**src/rtl/execute_stage.sv**
```systemverilog
// EX stage of the 5-stage RV32I pipeline: operand forwarding, ALU, BEQ
// resolution and the EX/MEM pipeline register.
module execute_stage #(
   parameter int unsigned DATA_W = 32
) (
   input  logic                clk,
   input  logic                rst,
   input  logic                RegWriteE,
   input  logic                ALUSrcE,
   input  logic                MemWriteE,
   input  logic                ResultSrcE,
   input  logic                BranchE,
   input  logic [2:0]          ALUControlE,
   input  logic [DATA_W-1:0]   RD1_E,
   input  logic [DATA_W-1:0]   RD2_E,
   input  logic [DATA_W-1:0]   Imm_Ext_E,
   input  logic [4:0]          RD_E,
   input  logic [DATA_W-1:0]   PCE,
   input  logic [DATA_W-1:0]   PCPlus4E,
   input  logic [1:0]          ForwardAE,
   input  logic [1:0]          ForwardBE,
   input  logic [DATA_W-1:0]   ResultW,
   input  logic                FlushM,
   output logic                PCSrcE,
   output logic [DATA_W-1:0]   PCTargetE,
   output logic                RegWriteM,
   output logic                MemWriteM,
   output logic                ResultSrcM,
   output logic [DATA_W-1:0]   ALUResultM,
   output logic [DATA_W-1:0]   WriteDataM,
   output logic [4:0]          RD_M,
   output logic [DATA_W-1:0]   PCPlus4M
);

   localparam int unsigned REG_W = 5;

   localparam logic [1:0] FWD_RF  = 2'b00;
   localparam logic [1:0] FWD_WB  = 2'b01;
   localparam logic [1:0] FWD_MEM = 2'b10;

   localparam logic [2:0] ALU_ADD = 3'b000;
   localparam logic [2:0] ALU_SUB = 3'b001;
   localparam logic [2:0] ALU_AND = 3'b010;
   localparam logic [2:0] ALU_OR  = 3'b011;
   localparam logic [2:0] ALU_SLT = 3'b101;

   logic [DATA_W-1:0] src_a;
   logic [DATA_W-1:0] src_b;
   logic [DATA_W-1:0] write_data_e;
   logic [DATA_W-1:0] alu_result_e;
   logic              zero_e;

   // Operand A forwarding mux; code 11 falls back to the register file.
   always_comb begin
      src_a = RD1_E;
      case (ForwardAE)
         FWD_WB:  src_a = ResultW;
         FWD_MEM: src_a = ALUResultM;
         default: src_a = RD1_E;
      endcase
   end

   // Operand B forwarding mux; its output is also the store data.
   always_comb begin
      write_data_e = RD2_E;
      case (ForwardBE)
         FWD_WB:  write_data_e = ResultW;
         FWD_MEM: write_data_e = ALUResultM;
         default: write_data_e = RD2_E;
      endcase
   end

   assign src_b = ALUSrcE ? Imm_Ext_E : write_data_e;

   // ALU; unused encodings produce zero.
   always_comb begin
      alu_result_e = '0;
      case (ALUControlE)
         ALU_ADD: alu_result_e = src_a + src_b;
         ALU_SUB: alu_result_e = src_a - src_b;
         ALU_AND: alu_result_e = src_a & src_b;
         ALU_OR:  alu_result_e = src_a | src_b;
         ALU_SLT: alu_result_e = ($signed(src_a) < $signed(src_b)) ? DATA_W'(1) : '0;
         default: alu_result_e = '0;
      endcase
   end

   assign zero_e    = (alu_result_e == '0);
   assign PCSrcE    = BranchE & zero_e;
   assign PCTargetE = PCE + Imm_Ext_E;

   // EX/MEM register: flush inserts a bubble, reset clears asynchronously.
   always_ff @(posedge clk or negedge rst) begin
      if (!rst) begin
         RegWriteM  <= 1'b0;
         MemWriteM  <= 1'b0;
         ResultSrcM <= 1'b0;
         ALUResultM <= '0;
         WriteDataM <= '0;
         RD_M       <= '0;
         PCPlus4M   <= '0;
      end else if (FlushM) begin
         RegWriteM  <= 1'b0;
         MemWriteM  <= 1'b0;
         ResultSrcM <= 1'b0;
         ALUResultM <= '0;
         WriteDataM <= '0;
         RD_M       <= '0;
         PCPlus4M   <= '0;
      end else begin
         RegWriteM  <= RegWriteE;
         MemWriteM  <= MemWriteE;
         ResultSrcM <= ResultSrcE;
         ALUResultM <= alu_result_e;
         WriteDataM <= write_data_e;
         RD_M       <= REG_W'(RD_E);
         PCPlus4M   <= PCPlus4E;
      end
   end

endmodule

```
**config.mk**
```make
export PLATFORM = sky130hd
export DESIGN_NAME = execute_stage
export DESIGN_NICKNAME = d
export VERILOG_FILES = /design/src/rtl/execute_stage.sv
export SDC_FILE = /design/constraint.sdc
export NUM_CORES = 1
export LEC_CHECK = 0
export ABC_AREA = 0
export CAP_MARGIN = 20
export CORE_ASPECT_RATIO = 0.6
export CORE_MARGIN = 4
export CORE_UTILIZATION = 44
export DETAILED_ROUTE_END_ITERATION = 7
export PLACE_DENSITY_LB_ADDON = 0.12
export SLEW_MARGIN = 20
export SYNTH_ARGS = -nofsm -noshare
export SYNTH_HDL_FRONTEND = slang
export SYNTH_SLANG_ARGS = --single-unit
```
**constraint.sdc**
```tcl
create_clock -name clk -period 5.4 [get_ports clk]
set_clock_uncertainty 0.1 [all_clocks]
set_input_delay 0.54 -clock clk [delete_from_list [all_inputs] [get_ports clk]]
set_output_delay 0.54 -clock clk [all_outputs]
set_load 0.005 [all_outputs]
```
# Yosys cells after proc, flatten, opt, wreduce, memory -nomap -nowiden
# Cells that the tools add are included.
[op_classes]
magnitude_cmp = 1
eq_ne = 8
add_sub_neg = 3
bitwise = 3
n_mux = 12
reduce_logical = 2
[ops]
columns = ["operator", "n"]
rows = [
  ["$pmux 32 s5", 1],
  ["$mux 32", 4],
  ["$pmux 32 s2", 2],
  ["$add 32x32->32", 2],
  ["$and 32x32->32", 1],
  ["$logic_not 32->1", 1],
  ["$lt 32x32->1", 1],
  ["$or 32x32->32", 1],
  ["$sub 32x32->32", 1],
  ["$eq 3x2->1 const B", 2],
  ["$mux 5", 1],
  ["$eq 2x1->1 const B", 2],
  ["$eq 2x2->1 const B", 2],
  ["$mux 1", 4],
  ["$eq 3x1->1 const B", 1],
  ["$eq 3x3->1 const B", 1],
  ["$logic_not 3->1", 1],
  ["$and 1x1->1", 1],
]
[word_totals]
output_inout_bits = 137
register_bits = 104

# Depth between registers and ports, before layout
[depth]
ltp_word = 8
depth_mapped = 21

# Worst setup path after synthesis
# Ideal clock, no wire load.
[synth_timing]
path_type = "input -> output"
startpoint = "input port ForwardBE[0]"
endpoint = "output port PCSrcE"
path_buffers = 2
path_slack_ns = 0.384
t_arrival_ns = 4.376
path_stages = 20
path_cell_list = "inv_1 > ha_1 > clkbuf_1 > clkbuf_1 > a21oi_1 > o21ai_0 > ha_1 > inv_1 > fa_1 > nor2b_1 > o31ai_1 > a21oi_2 > o21ai_1 > or3_1 > a31oi_1 > xnor2_1 > o221ai_1 > nor4b_2 > nand4_1 > nor2_1"
[synth_between]
elab_chain_cells = 8
elab_cells_between_ends = 13
[synth_lines]
columns = ["item", "line", "rtl"]
rows = [
  ["start: declaration", "21", "input logic [1:0] ForwardBE,"],
  ["$eq 2x2->1 or $eq 2x1->1 (tied branches)", "66", "case (ForwardBE)"],
  ["$pmux 32 s2 (*)", "66", ""],
  ["$mux 32 (*)", "73", "assign src_b = ALUSrcE ? Imm_Ext_E : write_data_e;"],
  ["$lt 32x32->1", "83", "ALU_SLT: alu_result_e = ($signed(src_a) < $signed(src_b)) ? DATA_W'(1) : '0;"],
  ["$mux 1", "83", ""],
  ["$pmux 32 s5 (*)", "78", "case (ALUControlE)"],
  ["$logic_not 32->1 (*)", "88", "assign zero_e = (alu_result_e == '0);"],
  ["$and 1x1->1 (*)", "89", "assign PCSrcE = BranchE & zero_e;"],
  ["end: declaration", "24", "output logic PCSrcE,"],
]
# Every way passes the cells marked *; elsewhere a longest branch is shown, timed or not.

# Final worst setup path
# Same ends and word-level chain as after synthesis.

==> reports/qor.json <==
{
  "global_route.usage.met1": {"value": 44.3, "unit": "%"},
  "outcome": {"value": "finished clean"},
  "pin_count_of_the_biggest_net_entering_global_routing": {"value": 105},
  "route.vias.total": {"value": 14400},
  "finalNetCount": {"value": 2539},
  "starting_utilization_of_the_core_area": {"value": 45.1, "unit": "%"},
  "hpwlAfterDp": {"value": 42600, "unit": "µm"},
  "power.leakage": {"value": 8.69, "unit": "nW"},
  "critPathLaunchType": {"value": "input pin"},
  "die-area": {"value": 28900, "unit": "µm²"},
  "postSynth.asyncResetShare": {"value": 100, "unit": "%"},
  "globalRoute.busiestLayer": {"value": "met2"},
  "grt_pass1_wl": {"value": 79400, "unit": "µm"},
  "slowest_stage": {"value": "sky130_fd_sc_hd__or4_4"},
  "drc_errors": {"value": 0},
  "synthesis.area_per_instance": {"value": 7.62, "unit": "µm²"},
  "use_met3": {"value": 10.0, "unit": "%"},
  "worst_ep_required_time": {"value": 4.76, "unit": "ns"},
  "finalHoldWorstSlack": {"value": 0.196, "unit": "ns"},
  "postSynth.topFlopCell": {"value": "sky130_fd_sc_hd__dfrtp_1"},
  "grt_overflow": {"value": 0},
  "cp_data_arrival_time": {"value": 4.75, "unit": "ns"},
  "vias_in_the_first_global_route": {"value": 14100},
  "cts.clk_slew.worst_paths": {"value": 0.07, "unit": "ns"},
  "numPlacedInstances": {"value": 2483},
  "postRouteWirelength": {"value": 53700, "unit": "µm"},
  "setup_violators_final": {"value": 0},
  "layout-drive-gt1-share": {"value": 26.1, "unit": "%"},
  "grt_util_all_layers": {"value": 34.7, "unit": "%"},
  "clock.fmax": {"value": 185, "unit": "MHz"},
  "initialDrtViolationCount": {"value": 1517},
  "crit_buf_inv": {"value": 6},
  "stdcell_count": {"value": 2537},
  "p_per_area": {"value": 222, "unit": "nW/µm²"},
  "drt-pass1-iter-count": {"value": 6},
  "area_growth_syn_to_layout": {"value": 66.0, "unit": "%"},
  "finalMaxSlewViolations": {"value": 0},
  "syn-cell-area": {"value": 11500, "unit": "µm²"},
  "ys_warn_count": {"value": 0},
  "critPathMaxFanout": {"value": 10},
  "route.detailed.wl_per_inst": {"value": 21.2, "unit": "µm"},
  "cts_buffer_depth": {"value": 2},
  "worstSetupEndpointType": {"value": "output port"},
  "setup-tns-final": {"value": 0, "unit": "ns"},
  "std_cell_rows": {"value": 45},
  "synth.largest_area_cell": {"value": "sky130_fd_sc_hd__dfrtp_1"},
  "worst_path_largest_cell_delay": {"value": 0.55, "unit": "ns"},
  "slew-limit-headroom": {"value": 41.2, "unit": "%"},
  "vias_per_cell": {"value": 5.68},
  "worst-setup-path-type": {"value": "in2out"},
  "postSynthCellCount": {"value": 1514},
  "synth_common_cells": {"value": "sky130_fd_sc_hd__nor2_1, sky130_fd_sc_hd__ha_1, sky130_fd_sc_hd__a21oi_1, sky130_fd_sc_hd__nand2_1, sky130_fd_sc_hd__inv_1"},
  "synth-seq-cells": {"value": 104},
  "clock_tree.htree_level_count": {"value": 3},
  "synth.distinct_cells": {"value": 86},
  "hold_class": {"value": "in2async"},
  "tritoncts_num_sinks": {"value": 104},
  "chipWidth": {"value": 217, "unit": "µm"},
  "finalCritPeriodShare": {"value": 99.9, "unit": "%"},
  "synth_seq_area_share": {"value": 22.6, "unit": "%"},
  "synth.net_count": {"value": 1874},
  "gp_congestion": {"value": 1.06},
  "power.total": {"value": 4.25, "unit": "mW"},
  "tritoncts": {"value": "done"},
  "synth_edf_count": {"value": 0},
  "io_buffers": {"value": 348},
  "cts.root.buffer_cell": {"value": "sky130_fd_sc_hd__clkbuf_16"},
  "ios": {"value": 349},
  "synth.top_cells.by_area": {"value": "sky130_fd_sc_hd__dfrtp_1, sky130_fd_sc_hd__ha_1, sky130_fd_sc_hd__a21oi_1"},
  "yosysTopAreaCellShare": {"value": 22.6, "unit": "%"},
  "antenna_found_initial": {"value": 4},
  "cap_violations": {"value": 0},
  "route.antenna.remaining_nets": {"value": 0},
  "postLayoutCoreUtil": {"value": 74.9, "unit": "%"},
  "groute.layer.met2.usage": {"value": 56.8, "unit": "%"},
  "yosysMostFrequentCell": {"value": "sky130_fd_sc_hd__nor2_1"},
  "worst_path_dominant_cell_family": {"value": "simple AND/OR/NAND/NOR gates"},
  "critical_path_cell_by_cell": {"value": "buf_2 > inv_2 > ha_4 > buf_4 > nor2_1 > a21oi_1 > o21ai_0 > buf_4 > ha_1 > or4_4 > o21ai_2 > buf_4 > a211oi_4 > o21ai_0 > o21ai_0 > xnor2_1 > a21oi_1 > o221ai_2 > nor4b_4 > nand4_1 > nor2_1 > buf_2"},
  "insertion_delay_of_the_later_clocked_pin_in_the_worst_skew_pair": {"value": 0.36, "unit": "ns"},
  "tightestPinTransition": {"value": 0.882, "unit": "ns"},
  "cts_inserted_buffers": {"value": 9},
  "grt_setup_unrepaired": {"value": "yes"},
  "fp.coreArea": {"value": 25600, "unit": "µm²"},
  "ir_worst_vdd": {"value": 0.147, "unit": "mV"},
  "finalHoldViolCount": {"value": 0},
  "die-height": {"value": 133, "unit": "µm"},
  "layout_min_cycle_time": {"value": 5.39, "unit": "ns"}
}
## per-stage QoR
stage                     setup slack, ns  cell area, µm²
after floorplan                     0.384           11500
after CTS                         0.00358           18600
after detailed placement            -1.04           17800
after global routing               -0.119           19100
final                             0.00701           19100
after global placement              -1.10           17800
## layout make-up
class	instances	area (µm²)
multi-input combinational	1202	8860
timing repair buffer	745	6470
fill	1949	6420
sequential	104	2600
tap	352	440
inverter	117	439
clock buffer	11	243
clock inverter	5	78.8
antenna	1	2.50
## layout by cell type, fill, tap and decap left out, types with 7 or more instances in the layout
master / count
sky130_fd_sc_hd__nand2_1: 122
sky130_fd_sc_hd__a211oi_2: 10
sky130_fd_sc_hd__nor3_1: 25
sky130_fd_sc_hd__clkdlybuf4s50_1: 337
sky130_fd_sc_hd__inv_1: 111
sky130_fd_sc_hd__a21oi_1: 104
sky130_fd_sc_hd__nor2_1: 170
sky130_fd_sc_hd__a22oi_1: 55
sky130_fd_sc_hd__nand3_1: 9
sky130_fd_sc_hd__xnor2_1: 35
sky130_fd_sc_hd__mux2i_1: 8
sky130_fd_sc_hd__nor2b_1: 56
sky130_fd_sc_hd__o211ai_1: 15
sky130_fd_sc_hd__a22oi_2: 12
sky130_fd_sc_hd__o21a_1: 14
sky130_fd_sc_hd__clkbuf_16: 9
sky130_fd_sc_hd__dfrtp_1: 103
sky130_fd_sc_hd__buf_4: 391
sky130_fd_sc_hd__and3_1: 7
sky130_fd_sc_hd__nand2b_1: 14
sky130_fd_sc_hd__a21o_1: 28
sky130_fd_sc_hd__a211oi_1: 21
sky130_fd_sc_hd__ha_1: 130
sky130_fd_sc_hd__xor2_1: 10
sky130_fd_sc_hd__o21ai_1: 31
sky130_fd_sc_hd__o21bai_1: 11
sky130_fd_sc_hd__buf_6: 8
sky130_fd_sc_hd__a221oi_2: 10
sky130_fd_sc_hd__a31oi_1: 15
sky130_fd_sc_hd__o21ai_0: 77
sky130_fd_sc_hd__and2_1: 7
sky130_fd_sc_hd__nand4_1: 15
sky130_fd_sc_hd__ha_4: 9
sky130_fd_sc_hd__a21oi_2: 27
## logic make-up (layout without fill, tap and decap cells)
logic type / after synthesis / after routing / synth area share [%]
AO/OA/AOI/OAI: 516 / 516 / 29.7
multiplexers: 10 / 10 / 0.976
XOR/XNOR: 47 / 47 / 3.57
adder cells (fa/ha/maj): 148 / 148 / 16.3
flip-flops: 104 / 104 / 22.6
AND/OR/NAND/NOR: 481 / 481 / 19.9
buffers and inverters: 208 / 878 / 7.08
other: 0 / 1 / 0
## path summary, 6_finish.rpt
check / start / to / slack (ns) / cells past startpoint
worst min-delay path: rst / WriteDataM[5] / 0.20 / 1
max in group asynchronous: rst / ALUResultM[0] / 3.88 / 2
worst max register to register: ALUResultM[0] / ALUResultM[10] / 0.34 / 31
min in group clk: RD2_E[0] / WriteDataM[0] / 0.50 / 3
worst max-delay path: ForwardBE[0] / PCSrcE / 0.007 / 22
worst min register to register: ALUResultM[31] / WriteDataM[31] / 0.67 / 4
## sequential cells by signal, summed over array words and instances (netlist names)
| name | cells |
|---|---|
| MemWriteM | 1 |
| ALUResultM | 32 |
| PCPlus4M | 32 |
| RD_M | 5 |
| ResultSrcM | 1 |
| RegWriteM | 1 |
| WriteDataM | 32 |
## repair_timing
action	in CTS	in global routing
setup buffers	25	12
cloned	0	0
setup endpoints to repair	1	4
pin swaps	20	47
resized for setup	85	117
hold buffers	0	0
## per-layer routing
metal	wire [µm]	part of all wire (%)
met1	21800	41
met4	1990	3.7
met2	24600	46
met3	5280	9.8
met5	40	0.074
## power by group
| part | internal [mW] | leakage (nW) | switching [mW] |
|---|---|---|---|
| Combinational | 1.35 | 7.16 | 1.28 |
| Sequential | 0.834 | 1.37 | 0.0417 |
| Clock | 0.421 | 0.160 | 0.327 |
## worst reg2reg max path: cells and delay by family (launching register included)
family          cells  cell delay, ns
buf+inv            19            2.29
flops               1            0.47
xor+xnor            1            0.18
compound gates      6            0.96
simple gates        3            0.32
fa+ha+maj           2            0.61
Power figures use the tool's default switching activity.
